==> src/rtl/bus_ctrl_pkg.sv <==
// Shared encodings for the register-bus transfer sequencer.
// Optional instruction counter is enabled by defining BUS_CTRL_ICOUNT_EN.
package bus_ctrl_pkg;

  typedef enum logic [1:0] {
    OP_LOAD = 2'b00,
    OP_MOV  = 2'b01,
    OP_ADD  = 2'b10,
    OP_SUB  = 2'b11
  } op_t;

  typedef enum logic [1:0] {
    S_IDLE = 2'b00,
    S_T1   = 2'b01,
    S_T2   = 2'b10,
    S_T3   = 2'b11
  } state_t;

  localparam logic ALU_ADD = 1'b0;
  localparam logic ALU_SUB = 1'b1;

  // LOAD and MOV finish in T1; ADD/SUB need the A/G round trip.
  function automatic logic is_single_cycle(op_t op);
    return (op == OP_LOAD) || (op == OP_MOV);
  endfunction

endpackage

==> src/rtl/bus_ctrl_decode.sv <==
// Combinational enable decode from registered state and latched instruction.
// Exactly one bus driver per active cycle: r_out[*], g_out or ext_out.
module bus_ctrl_decode
  import bus_ctrl_pkg::*;
#(
  parameter int NREG = 4,
  localparam int RW  = (NREG > 1) ? $clog2(NREG) : 1
) (
  input  state_t          state,
  input  op_t             op,
  input  logic [RW-1:0]   rx,
  input  logic [RW-1:0]   ry,
  output logic [NREG-1:0] r_in,
  output logic [NREG-1:0] r_out,
  output logic            a_in,
  output logic            g_in,
  output logic            g_out,
  output logic            ext_out,
  output logic            alu_sub,
  output logic            done
);

  logic [NREG-1:0] rx_oh, ry_oh;

  for (genvar i = 0; i < NREG; i++) begin : g_oh
    assign rx_oh[i] = (rx == RW'(i));
    assign ry_oh[i] = (ry == RW'(i));
  end

  always_comb begin
    r_in    = '0;
    r_out   = '0;
    a_in    = 1'b0;
    g_in    = 1'b0;
    g_out   = 1'b0;
    ext_out = 1'b0;
    alu_sub = ALU_ADD;
    done    = 1'b0;
    unique case (state)
      S_T1: begin
        case (op)
          OP_LOAD: begin
            ext_out = 1'b1;
            r_in    = rx_oh;
            done    = 1'b1;
          end
          OP_MOV: begin
            r_out = ry_oh;
            r_in  = rx_oh;
            done  = 1'b1;
          end
          default: begin
            r_out = rx_oh;
            a_in  = 1'b1;
          end
        endcase
      end
      S_T2: begin
        r_out   = ry_oh;
        g_in    = 1'b1;
        alu_sub = (op == OP_SUB) ? ALU_SUB : ALU_ADD;
      end
      S_T3: begin
        g_out = 1'b1;
        r_in  = rx_oh;
        done  = 1'b1;
      end
      default: ;
    endcase
  end

endmodule

==> src/rtl/bus_transfer_ctrl.sv <==
// Register-bus transfer sequencer: FSM, instruction latch, enable decode.
// Define BUS_CTRL_ICOUNT_EN to add the 8-bit completed-instruction counter port icount.
module bus_transfer_ctrl
  import bus_ctrl_pkg::*;
#(
  parameter int NREG = 4,
  parameter int W    = 3,
  localparam int RW  = (NREG > 1) ? $clog2(NREG) : 1
) (
  input  logic            clk,
  input  logic            rst,
  input  logic            start,
  input  logic [1:0]      op,
  input  logic [RW-1:0]   rx,
  input  logic [RW-1:0]   ry,
  input  logic [W-1:0]    imm,
  output logic [NREG-1:0] r_in,
  output logic [NREG-1:0] r_out,
  output logic            a_in,
  output logic            g_in,
  output logic            g_out,
  output logic            ext_out,
  output logic [W-1:0]    imm_bus,
  output logic            alu_sub,
  output logic            busy,
  output logic            done
`ifdef BUS_CTRL_ICOUNT_EN
  ,
  output logic [7:0]      icount
`endif
);

  typedef struct packed {
    op_t           op;
    logic [RW-1:0] rx;
    logic [RW-1:0] ry;
    logic [W-1:0]  imm;
  } instr_t;

  state_t state;
  instr_t instr;

  // start is only looked at in IDLE; anything arriving mid-sequence is dropped.
  always_ff @(posedge clk or posedge rst) begin
    if (rst) begin
      state <= S_IDLE;
      instr <= '0;
    end else begin
      unique case (state)
        S_IDLE: if (start) begin
          instr <= '{op: op_t'(op), rx: rx, ry: ry, imm: imm};
          state <= S_T1;
        end
        S_T1:    state <= is_single_cycle(instr.op) ? S_IDLE : S_T2;
        S_T2:    state <= S_T3;
        S_T3:    state <= S_IDLE;
        default: state <= S_IDLE;
      endcase
    end
  end

  assign busy    = (state != S_IDLE);
  assign imm_bus = instr.imm;

  bus_ctrl_decode #(.NREG(NREG)) u_decode (
    .state   (state),
    .op      (instr.op),
    .rx      (instr.rx),
    .ry      (instr.ry),
    .r_in    (r_in),
    .r_out   (r_out),
    .a_in    (a_in),
    .g_in    (g_in),
    .g_out   (g_out),
    .ext_out (ext_out),
    .alu_sub (alu_sub),
    .done    (done)
  );

`ifdef BUS_CTRL_ICOUNT_EN
  always_ff @(posedge clk or posedge rst) begin
    if (rst)       icount <= '0;
    else if (done) icount <= icount + 8'd1;
  end
`endif

endmodule

==> config.mk <==
export PLATFORM = sky130hd
export DESIGN_NAME = bus_transfer_ctrl
export DESIGN_NICKNAME = d
export VERILOG_FILES = /design/src/rtl/bus_ctrl_pkg.sv /design/src/rtl/bus_ctrl_decode.sv /design/src/rtl/bus_transfer_ctrl.sv
export SDC_FILE = /design/constraint.sdc
export NUM_CORES = 1
export LEC_CHECK = 0
export BUFFER_PORTS_ARGS = -buffer_cell sky130_fd_sc_hd__clkbuf_2
export CAP_MARGIN = 20
export CORE_MARGIN = 3
export CORE_UTILIZATION = 41
export DETAILED_ROUTE_END_ITERATION = 8
export GPL_TIMING_DRIVEN = 0
export PLACE_DENSITY = 0.83
export REMOVE_ABC_BUFFERS = 1
export SYNTH_ARGS = -nofsm -noshare
export SYNTH_HDL_FRONTEND = slang
export SYNTH_SLANG_ARGS = --single-unit
==> constraint.sdc <==
create_clock -name clk -period 1.39 [get_ports clk]
set_input_delay 0.278 -clock clk [delete_from_list [all_inputs] [get_ports clk]]
set_output_delay 0.278 -clock clk [all_outputs]
set_load 0.005 [all_outputs]
Yosys cells after proc, flatten, opt, wreduce, memory -nomap -nowiden
Cells that the tools add are included.

Equality and inequality tests: 12. Muxes and demuxes: 17. Reductions and logical operators: 8.

Operators by type and width (count): $pmux 4 s2 (3); $eq 2x2->1 const B (7); $mux 1 (9); $eq 2x1->1 const B (4); $logic_not 2->1 (4); $pmux 2 s4 (1); $mux 2 (2); $mux 4 (1); $ne 2x2->1 const B (1); $pmux 1 s2 (1); $reduce_and 2->1 (1); $reduce_bool 2->1 (1); $reduce_or 2->1 (1); $logic_or 1x1->1 (1).

Register bits after elaboration: 11. Bits of input ports: 12. Output and inout bits: 18. Word-level logic and storage cells: 42.

Depth between registers and ports, before layout
Gate-level depths: netlist of run 1.

Depth after elaboration: 4. Depth in mapped cells: 6. Depth with buffers taken out: 6.

Modules after synthesis
A second synthesis of run 1 with hierarchy kept.

Cells, all modules: 60. Area total of the unflattened synthesis: 656.9 um^2.

By module, submodules not included: bus_transfer_ctrl (instances 1, cells an instance 32, area an instance 456.7 um^2, seq. area each 275.3 um^2); bus_ctrl_decode (instances 1, cells an instance 28, area an instance 200.2 um^2, seq. area each 0.0 um^2).

Worst setup path before layout of run 1
No wires, ideal clock.

Path type: register -> output. From: register state[0]. To: output r_out[3]. Arrival time: 1.149 ns. Required time: 1.112 ns. Setup slack: -0.037 ns. Cell stages (with the launch flop): 6. Buffers on the path: 0. Cells stage by stage: dfrtp_1 -> inv_1 -> ha_1 -> and2_1 -> a31oi_1 -> o22ai_1.

Longest elaborated chain between the ends: 2. Elaborated cells on any way between the ends: 3. Those cells by class: eq/ne: 2; mux: 1.

Ends and longest elaborated chain: from (decl) (line bus_transfer_ctrl.sv:40) `state_t state;`; from (signal assigned) (line bus_transfer_ctrl.sv:54) `S_T1: state <= is_single_cycle(instr.op) ? S_IDLE : S_T2;`; $eq 2x2->1 or $eq 2x1->1 (tied branches) (line bus_ctrl_decode.sv:39) `unique case (state)`; $pmux 4 s2 * (line bus_ctrl_decode.sv:39); to (decl) (line bus_transfer_ctrl.sv:18) `output logic [NREG-1:0] r_out,`.

Every way passes the cells marked *; elsewhere a longest branch is shown, timed or not.

==> impl_metrics.toml, run 1 <==
[run_status]
outcome = "complete, but fails checks"
violations = "negative setup slack"

[setup_path]
cp_data_arrival_time_ps = 1600
reg2regPathDepth = 6
crit_path_max_incr_delay_ps = 380
cp_data_required_time_ps = 1110
worstPathMaxFanout = 6
slowest_stage = "dfrtp_1"
path_class = "reg2out"
cp-end-kind = "output port"
start_kind = "flop"
path_cells = "inv_2 > buf_6 > ha_4 > nand2_4 > o31ai_4 > clkbuf_2"

[timing]
max_freq_ghz = 0.531
setup_ws_ps = -492
finalCritPeriodShare_pct = 135
finalMaxSlewViolations = 0
clock_skew_ps = 5.83
rsz0062_at_grt = "true"
hold_viol = 0
setup_viol = 16
maxSlewHeadroom_pct = 71.5
period_minus_slack_ps = 1880
worstMarginPinSlew_ps = 426
setup_tns_ps = -4540

[clock_tree]
cts_tree = "yes"
clockBufferDepth = 2
clk_pin_slew_ps = 80
cts.sinks = 11
cts_buffers = 3
clock_latency_ps = 270
cts-root-buf = "clkbuf_4"
cts-htree-levels = 1

[routing]
dr.pass1.iters = 4
vias = 619
ant_nets = 0
top_layer_used = "met4"
routedWlPerCell_um = 15.3
vias_per_cell = 5.29
drt_wl_total_um = 1790
drc = 0
m1WireLength_um = 657
wl_met2_um = 973
drtIter0Drc = 6
route.met3.wl_um = 147

[pwr]
p_leak_nw = 0.528
powerDensity_nw_per_um2 = 2330
power_mw = 2.46
ir_drop_mv = 1.32

[yosys]
async_flop_share_pct = 100
synth_fa_ha_area_share_pct = 8.90
synth_most_common_cell = "dfrtp_1"
postSynthAreaPerCell_sq_um = 10.8
synth_top_family_by_area = "simple AND/OR/NAND/NOR gates"
ys_top_cells_by_count = "dfrtp_1 (11), mux2_2 (10), inv_1 (6)"
synth_area_leaders = "dfrtp_1 (39%), mux2_2 (16%), ha_1 (8.9%)"
ys_types = 28
synth_edf_count = 0
synth_top_area_share_pct = 39.1
yosys.area.top_type = "dfrtp_1"
synth-xor-area-share_pct = 0
synth-compound-area-share_pct = 7.65
ys_seq_area_share_pct = 39.1
ys_warn_count = 0
synthMuxAreaShare_pct = 16.0
syn_area_sq_um = 703
ys_ff_latch = 11
synth_ff_type = "dfrtp_1"
synthSimpleGateAreaFrac_pct = 19.6
synth_cells = 65

[placed_design]
placed_cells = 105
post-place-ws_ps = -323
dp_hpwl_um = 1120
placed_cell_area_sq_um = 830
portBuffers = 29
gp_congestion = 0.721

[floorplanning]
rows = 14
design.die.area_sq_um = 2250
io_pins = 30
die_h_um = 47.4
die_width_um = 47.4
core_sq_um = 1560
start_util_pct = 45.1

[global_routing]
gr-total-overflow = 0
grt_max_degree = 12
antenna_found_initial = 0
grt_pass1_wl_um = 2950
grtUsageTotal_pct = 18.9
grt_pass1_vias = 661

[finish]
fillers = 110
diodes = 0
drive_gt1_share_pct = 75.2
fin_area_sq_um = 1060
regArea_sq_um = 277
nNetsFinal = 119
multi_input_area_sq_um = 493
syn2layout_area_growth_pct = 50.5
stdcell_count = 117

[flow_run]
cap_violations = 0

[hold_path]
hold_path_depth = 2
hp-class = "in2reg"
==> power by group <==
part	switching (mW)	internal, mW
combinational	0.686	0.821
clock	0.113	0.111
sequential	0.248	0.483
total	1.05	1.42
==> worst max-delay path, delay by kind of cell, from the launching register on <==
kind,cells,cell delay (ps)
AND/OR/NAND/NOR,1,70
flip-flops,1,380
AO/OA/AOI/OAI,1,240
buffers and inverters,3,340
adder cells (fa/ha/maj),1,310
==> final timing paths <==
check	slack (ps)	to	from
setup reg to reg	-80	flop	flop
setup / recovery	-490	r_out[1]	flop
min in group asynchronous	520	instr[8]	rst
hold / removal	230	instr[4]	ry[1]
hold reg to reg	520	imm_bus[2]	imm_bus[2]
max in group asynchronous	550	state[0]	rst
==> metal layers <==
layer	up-vias	track usage, %
met2	31	35.6
met1	292	19.8
met3	2	6.02
met4	0	5.52
met5	-	0
li1	294	-
==> cell type report <==
type / instances / area share (%)
timing repair buffer: 37 / 20.6
clock buffer: 4 / 2.48
inverter: 6 / 2.36
sequential: 11 / 26.1
multi-input combinational: 43 / 46.6
tap: 16 / 1.89
==> logic make-up after synthesis <==
| family | count (synthesis) |
|---|---|
| AO/OA/AOI/OAI | 7 |
| flip-flops | 11 |
| buffers and inverters | 11 |
| multiplexers | 10 |
| adder cells (fa/ha/maj) | 5 |
| AND/OR/NAND/NOR | 21 |
==> registers in the layout, summed over array words and instances (netlist names), named ones only <==
register  count
state         1
instr         6
imm_bus       3
==> layout by cell type, fill, tap and decap left out, types with 3 or more instances in the layout <==
| cell type | netlist | layout |
|---|---|---|
| clkbuf_4 | 0 | 3 |
| clkbuf_2 | 1 | 22 |
| dfrtp_1 | 11 | 10 |
| buf_4 | 3 | 6 |
| ha_4 | 0 | 3 |
| mux2_2 | 10 | 9 |
| buf_2 | 0 | 6 |
| inv_1 | 6 | 3 |
| nand2_4 | 1 | 3 |
==> what timing repair did <==
item / in CTS / in global routing
resized for setup: 29 / 9
endpoints found under the hold margin: 11 / 0
buffers inserted: 6 / 1
setup endpoints to repair: 24 / 18
pin swaps: 9 / 3
hold buffers: 1 / 0
==> through the flow <==
step                      hold WS [ps]  util, %
after floorplan                    130        -
after global placement             261     53.2
after detailed placement           272     53.2
after CTS                          233     66.6
after global routing               229     67.9
final                              233     67.9
Note: power is estimated with default switching activity, not from simulation.
==> run 2: changes to the inputs <==
Settings changed: BUFFER_PORTS_ARGS -buffer_cell sky130_fd_sc_hd__clkbuf_2 to -buffer_cell sky130_fd_sc_hd__buf_2, CORE_MARGIN 3 to 2.
==> run 2 against run 1 <==
  * Clock power hardly changed
  * The run ends with negative hold slack, negative setup slack left
  * Global-route usage is 0.69 points higher
  * Largest cell class unchanged
  * Critical path depth stayed put
  * Clock skew is 5.2 ps lower
==> impl_metrics.toml, run 2 (synthesis results as in run 1) <==
[finish]
final_common_cell = "buf_2"
largest_reg_flops = 6
layout_common_cells = "buf_2 (28), buf_4 (14), dfrtp_1 (10), mux2_2 (9)"
drive_gt1_share_pct = 77.8
syn2layout_area_growth_pct = 60.0
regMostFlops = "instr"
diodes = 0
stdcell_count = 124
nNetsFinal = 126
post-route-util_pct = 72.2

[setup_path]
path_cells = "inv_2 > ha_4 > nor2b_4 > a21oi_4 > o31ai_2 > buf_2"
endpoint = "r_out[0]"
cp-end-kind = "output port"
r2r_slack_ps = -470
reg2regPathDepth = 12
cp_data_required_time_ps = 1110
cp_data_arrival_time_ps = 1630
crit_path_max_incr_delay_ps = 400
reg2reg_to = "state[0]"
worstPathMaxFanout = 4
path_class = "reg2out"
slowest_stage = "dfrtp_1"
start_kind = "flop"

[global_routing]
gr-total-overflow = 0
grt_pass1_vias = 654
grtUsageTotal_pct = 19.6
antenna_found_initial = 0
grt_pass1_wl_um = 2820
grt_max_degree = 12

[timing]
period_minus_slack_ps = 1910
setup_viol = 17
setup_ws_ps = -517
worstMarginPinSlew_ps = 426
finalMaxSlewViolations = 0
clock_skew_ps = 0.605
max_freq_ghz = 0.524
whs_ps = -14.1
finalCritPeriodShare_pct = 137
hold_viol = 11
rsz0062_at_grt = "true"
maxSlewHeadroom_pct = 71.5

[clock_tree]
cts_tree = "yes"
clock_latency_ps = 270
ctsHoldBuffers = 0
cts.sinks = 11
cts-root-buf = "clkbuf_4"
cts_buffers = 3
clk_pin_slew_ps = 70
clockBufferDepth = 2
cts-htree-levels = 1

[floorplanning]
io_pins = 30
rows = 14
start_util_pct = 45.1
core_sq_um = 1560
die_width_um = 45.4
die_h_um = 45.4
design.die.area_sq_um = 2060

[routing]
dr.pass1.iters = 3
routedWlPerCell_um = 14.6
vias_per_cell = 5.20
drc = 0
drtIter0Drc = 5
ant_nets = 0
vias = 645
drt_wl_total_um = 1810

[placed_design]
dp_hpwl_um = 1130
portBuffers = 29
placed_cells = 105
gp_congestion = 0.784

[pwr]
p_leak_nw = 0.567
p_sw_mw = 1.10
ir_drop_mv = 1.23
p_seq_share_pct = 27.7
internal_power_mw = 1.52
p_clk_share_pct = 8.7
combPwrFrac_pct = 63.7
powerDensity_nw_per_um2 = 2330
switching_share_pct = 41.9

[hold_path]
hp-class = "in2async"

[flow_run]
cap_violations = 0

[run_status]
outcome = "complete, but fails checks"
violations = "negative hold slack, negative setup slack"
run 2: how the worst min path moves through the flow:
stage,startpoint,to,slack (ps)
floorplan,rst,asynchronous set/reset pin,130
global placement,rst,instr[8],280
detailed placement,rst,instr[8],290
CTS,rst,instr[4],3
global route,rst,asynchronous set/reset pin,20
finish,rst,instr[8],-10
run 2: critical path: cells and delay by family (launching register included):
kind,cells,cell delay [ps]
fa+ha+maj,1,140
compound gates,2,310
flops,1,400
simple gates,1,240
buf+inv,2,250
run 2: layout make-up:
| class | instances | area, sq um |
|---|---|---|
| multi-input combinational | 43 | 512 |
| timing repair buffer | 44 | 268 |
| tap | 16 | 20.0 |
| sequential | 11 | 277 |
| fill | 109 | 434 |
| inverter | 6 | 22.5 |
| clock buffer | 4 | 26.3 |
run 2: repair_timing:
action | CTS | global route
setup buffers | 12 | 3
endpoints found under the hold margin | 0 | 0
pin swaps | 6 | 5
endpoints found under the setup margin | 24 | 23
gates resized for setup | 27 | 6
run 2: power groups by stage:
stage,Clock [mW],Combinational [mW],Sequential [mW]
2_1_floorplan,0,0.671,0.629
3_3_place_gp,0,0.935,0.650
3_5_place_dp,0,0.989,0.660
4_1_cts,0.225,1.49,0.699
5_1_grt,0.243,1.78,0.748
6_report,0.227,1.67,0.724
run 2: through the flow:
stage / setup slack [ps] / instance area (sq um) / power [mW] / setup TNS (ps) / hold slack, ps
3_5_place_dp: -330 / 830 / 1.65 / -2070 / 292
4_1_cts: -483 / 1080 / 2.42 / -4980 / 3.32
3_3_place_gp: -240 / 830 / 1.58 / -1340 / 278
6_report: -517 / 1120 / 2.62 / -5580 / -14.1
2_1_floorplan: -36.7 / 664 / 1.30 / -121 / 130
5_1_grt: -609 / 1120 / 2.77 / -6710 / 15.9
run 2: metal layers:
layer  wire, um  vias to the layer above  global-route usage, %
met5          0                        -                      0
met4         50                        0                   10.0
met1        725                      306                   23.4
met3        120                        6                   4.37
li1           -                      306                      -
met2        909                       27                   32.7
==> run 3: changes to the inputs <==
Settings changed: BUFFER_PORTS_ARGS -buffer_cell sky130_fd_sc_hd__buf_2 to -buffer_cell sky130_fd_sc_hd__clkbuf_2, CAP_MARGIN 20 to unset, CORE_ASPECT_RATIO set to 0.7, CORE_UTILIZATION 41 to 35, PLACE_DENSITY 0.83 to 0.74.
==> run 3 against run 2 <==
  * The run ends with negative setup slack left
  * Non-clock buffer count decreased by 7
  * Critical path depth increased by 1
  * Register-to-register slack improved by 330 ps
  * Clock power decreased by 8%
  * Core utilization decreased by 14 points
  * Final cell count decreased by 0.81%
  * Maximum frequency increased by 0.51%
  * First-iteration DRC count increased by 120%
  * Sequential share of layout area increased by 0.76 points
  * Routed wire length decreased by 5.3%
  * Sequential power increased by 2%
  * Sequential cell count unchanged
  * Critical endpoint is now r_in[3]
  * Largest power group unchanged
==> impl_metrics.toml, run 3 (synthesis results as in run 1) <==
[routing]
drc = 0
drt_wl_total_um = 1710
routedWlPerCell_um = 13.9
dr.pass1.iters = 4
vias = 612
vias_per_cell = 4.98
drtIter0Drc = 11
ant_nets = 0

[finish]
drive_gt1_share_pct = 78.2
largest_reg_flops = 6
multi_input_area_sq_um = 518
regMostFlops = "instr"
nNetsFinal = 119
stdcell_count = 123
fillers = 157
regArea_sq_um = 277
layout_common_cells = "clkbuf_2 (21), dfrtp_1 (10), mux2_2 (9), buf_2 (7), buf_4 (6)"
syn2layout_area_growth_pct = 55.2
final_common_cell = "clkbuf_2"
diodes = 0

[clock_tree]
clock_latency_ps = 260
cts-root-buf = "clkbuf_4"
cts.sinks = 11
cts_buffers = 3
cts_tree = "yes"
clockBufferDepth = 2
cts-htree-levels = 1
clk_pin_slew_ps = 70

[timing]
setup_tns_ps = -4710
finalCritPeriodShare_pct = 137
setup_ws_ps = -508
rsz0062_at_grt = "true"
worstMarginPinSlew_ps = 420
max_freq_ghz = 0.527
finalMaxSlewViolations = 0
maxSlewHeadroom_pct = 72.0
setup_viol = 15
period_minus_slack_ps = 1900
clock_skew_ps = 0.913
hold_viol = 0

[setup_path]
cp_data_arrival_time_ps = 1620
cp_data_required_time_ps = 1110
reg2regPathDepth = 6
path_delay_family = "flip-flops"
path_class = "reg2out"
path_cells = "ha_4 > nor2b_4 > buf_6 > nor2_4 > inv_2 > and3_1 > clkbuf_2"
crit_buf_inv = 3
slowest_stage = "dfrtp_2"
crit_path_max_incr_delay_ps = 460
cp.depth = 7
cp-end-kind = "output port"
worstPathMaxFanout = 4
start_kind = "flop"

[hold_path]
hp-class = "in2reg"
hold_path_depth = 2

[placed_design]
portBuffers = 29
placed_cells = 111
gp_congestion = 0.685
dp_hpwl_um = 1120
post-place-ws_ps = -288

[pwr]
powerDensity_nw_per_um2 = 2300
power_mw = 2.51
ir_drop_mv = 1.71
p_leak_nw = 0.526

[global_routing]
grt_pass1_wl_um = 2850
grt_pass1_vias = 613
gr-total-overflow = 0
grt_max_degree = 12
grtUsageTotal_pct = 15.7
antenna_found_initial = 0

[floorplanning]
start_util_pct = 37.6
rows = 13
core_sq_um = 1870
design.die.area_sq_um = 2390
die_width_um = 57.6
io_pins = 30
die_h_um = 41.5

[run_status]
violations = "negative setup slack"
outcome = "complete, but fails checks"

[flow_run]
cap_violations = 0
run 3: changes by cell type in the layout (fill, tap and decap cells not counted), moves of 2 or more:
cell,before,now
buf_4,14,6
clkbuf_2,0,21
nor2_4,0,2
nor2_2,2,0
buf_2,28,7
run 3: per-layer routing:
layer | vias up | share of wire, % | GRT usage (%)
li1 | 292 | - | -
met1 | 291 | 42 | 19.5
met2 | 25 | 50 | 25.9
met3 | 4 | 6.8 | 2.80
met4 | 0 | 1.6 | 8.37
met5 | - | 0 | 0
run 3: repair_timing:
action | in CTS | in global routing
resized for setup | 21 | 24
setup endpoints to repair | 24 | 25
endpoints found under the hold margin | 11 | 0
buffers inserted | 4 | 3
hold buffers | 1 | 0
pin swaps | 8 | 5
run 3: layout make-up:
type,instances,share of cell area [%]
Timing Repair Buffer,37,20.0
Sequential cell,11,25.3
Clock buffer,4,2.41
Multi-Input combinational cell,43,47.5
Tap cell,22,2.52
Inverter,6,2.29
run 3: final timing paths:
| path | from | end | slack, ps |
|---|---|---|---|
| worst max register to register | flop | flop | -140 |
| worst min register to register | imm_bus[1] | imm_bus[1] | 510 |
| worst min-delay path | ry[0] | instr[3] | 250 |
| min in group asynchronous | rst | instr[7] | 540 |
| max in group asynchronous | rst | state[0] | 540 |
| worst max-delay path | state[0] | r_in[3] | -510 |
run 3: through the flow:
step	hold WS, ps	util [%]	area, sq um
finish	247	58.3	1090
global route	232	58.3	1090
CTS	234	53.0	991
detailed placement	271	44.7	837
global placement	257	44.7	837
floorplan	130	-	664
run 3: power by group:
group	switching (mW)	total (mW)	leakage, nW	internal [mW]
Clock	0.0983	0.209	0.0150	0.111
Combinational	0.700	1.56	0.382	0.855
Sequential	0.259	0.742	0.130	0.483
Total	1.06	2.51	0.526	1.45
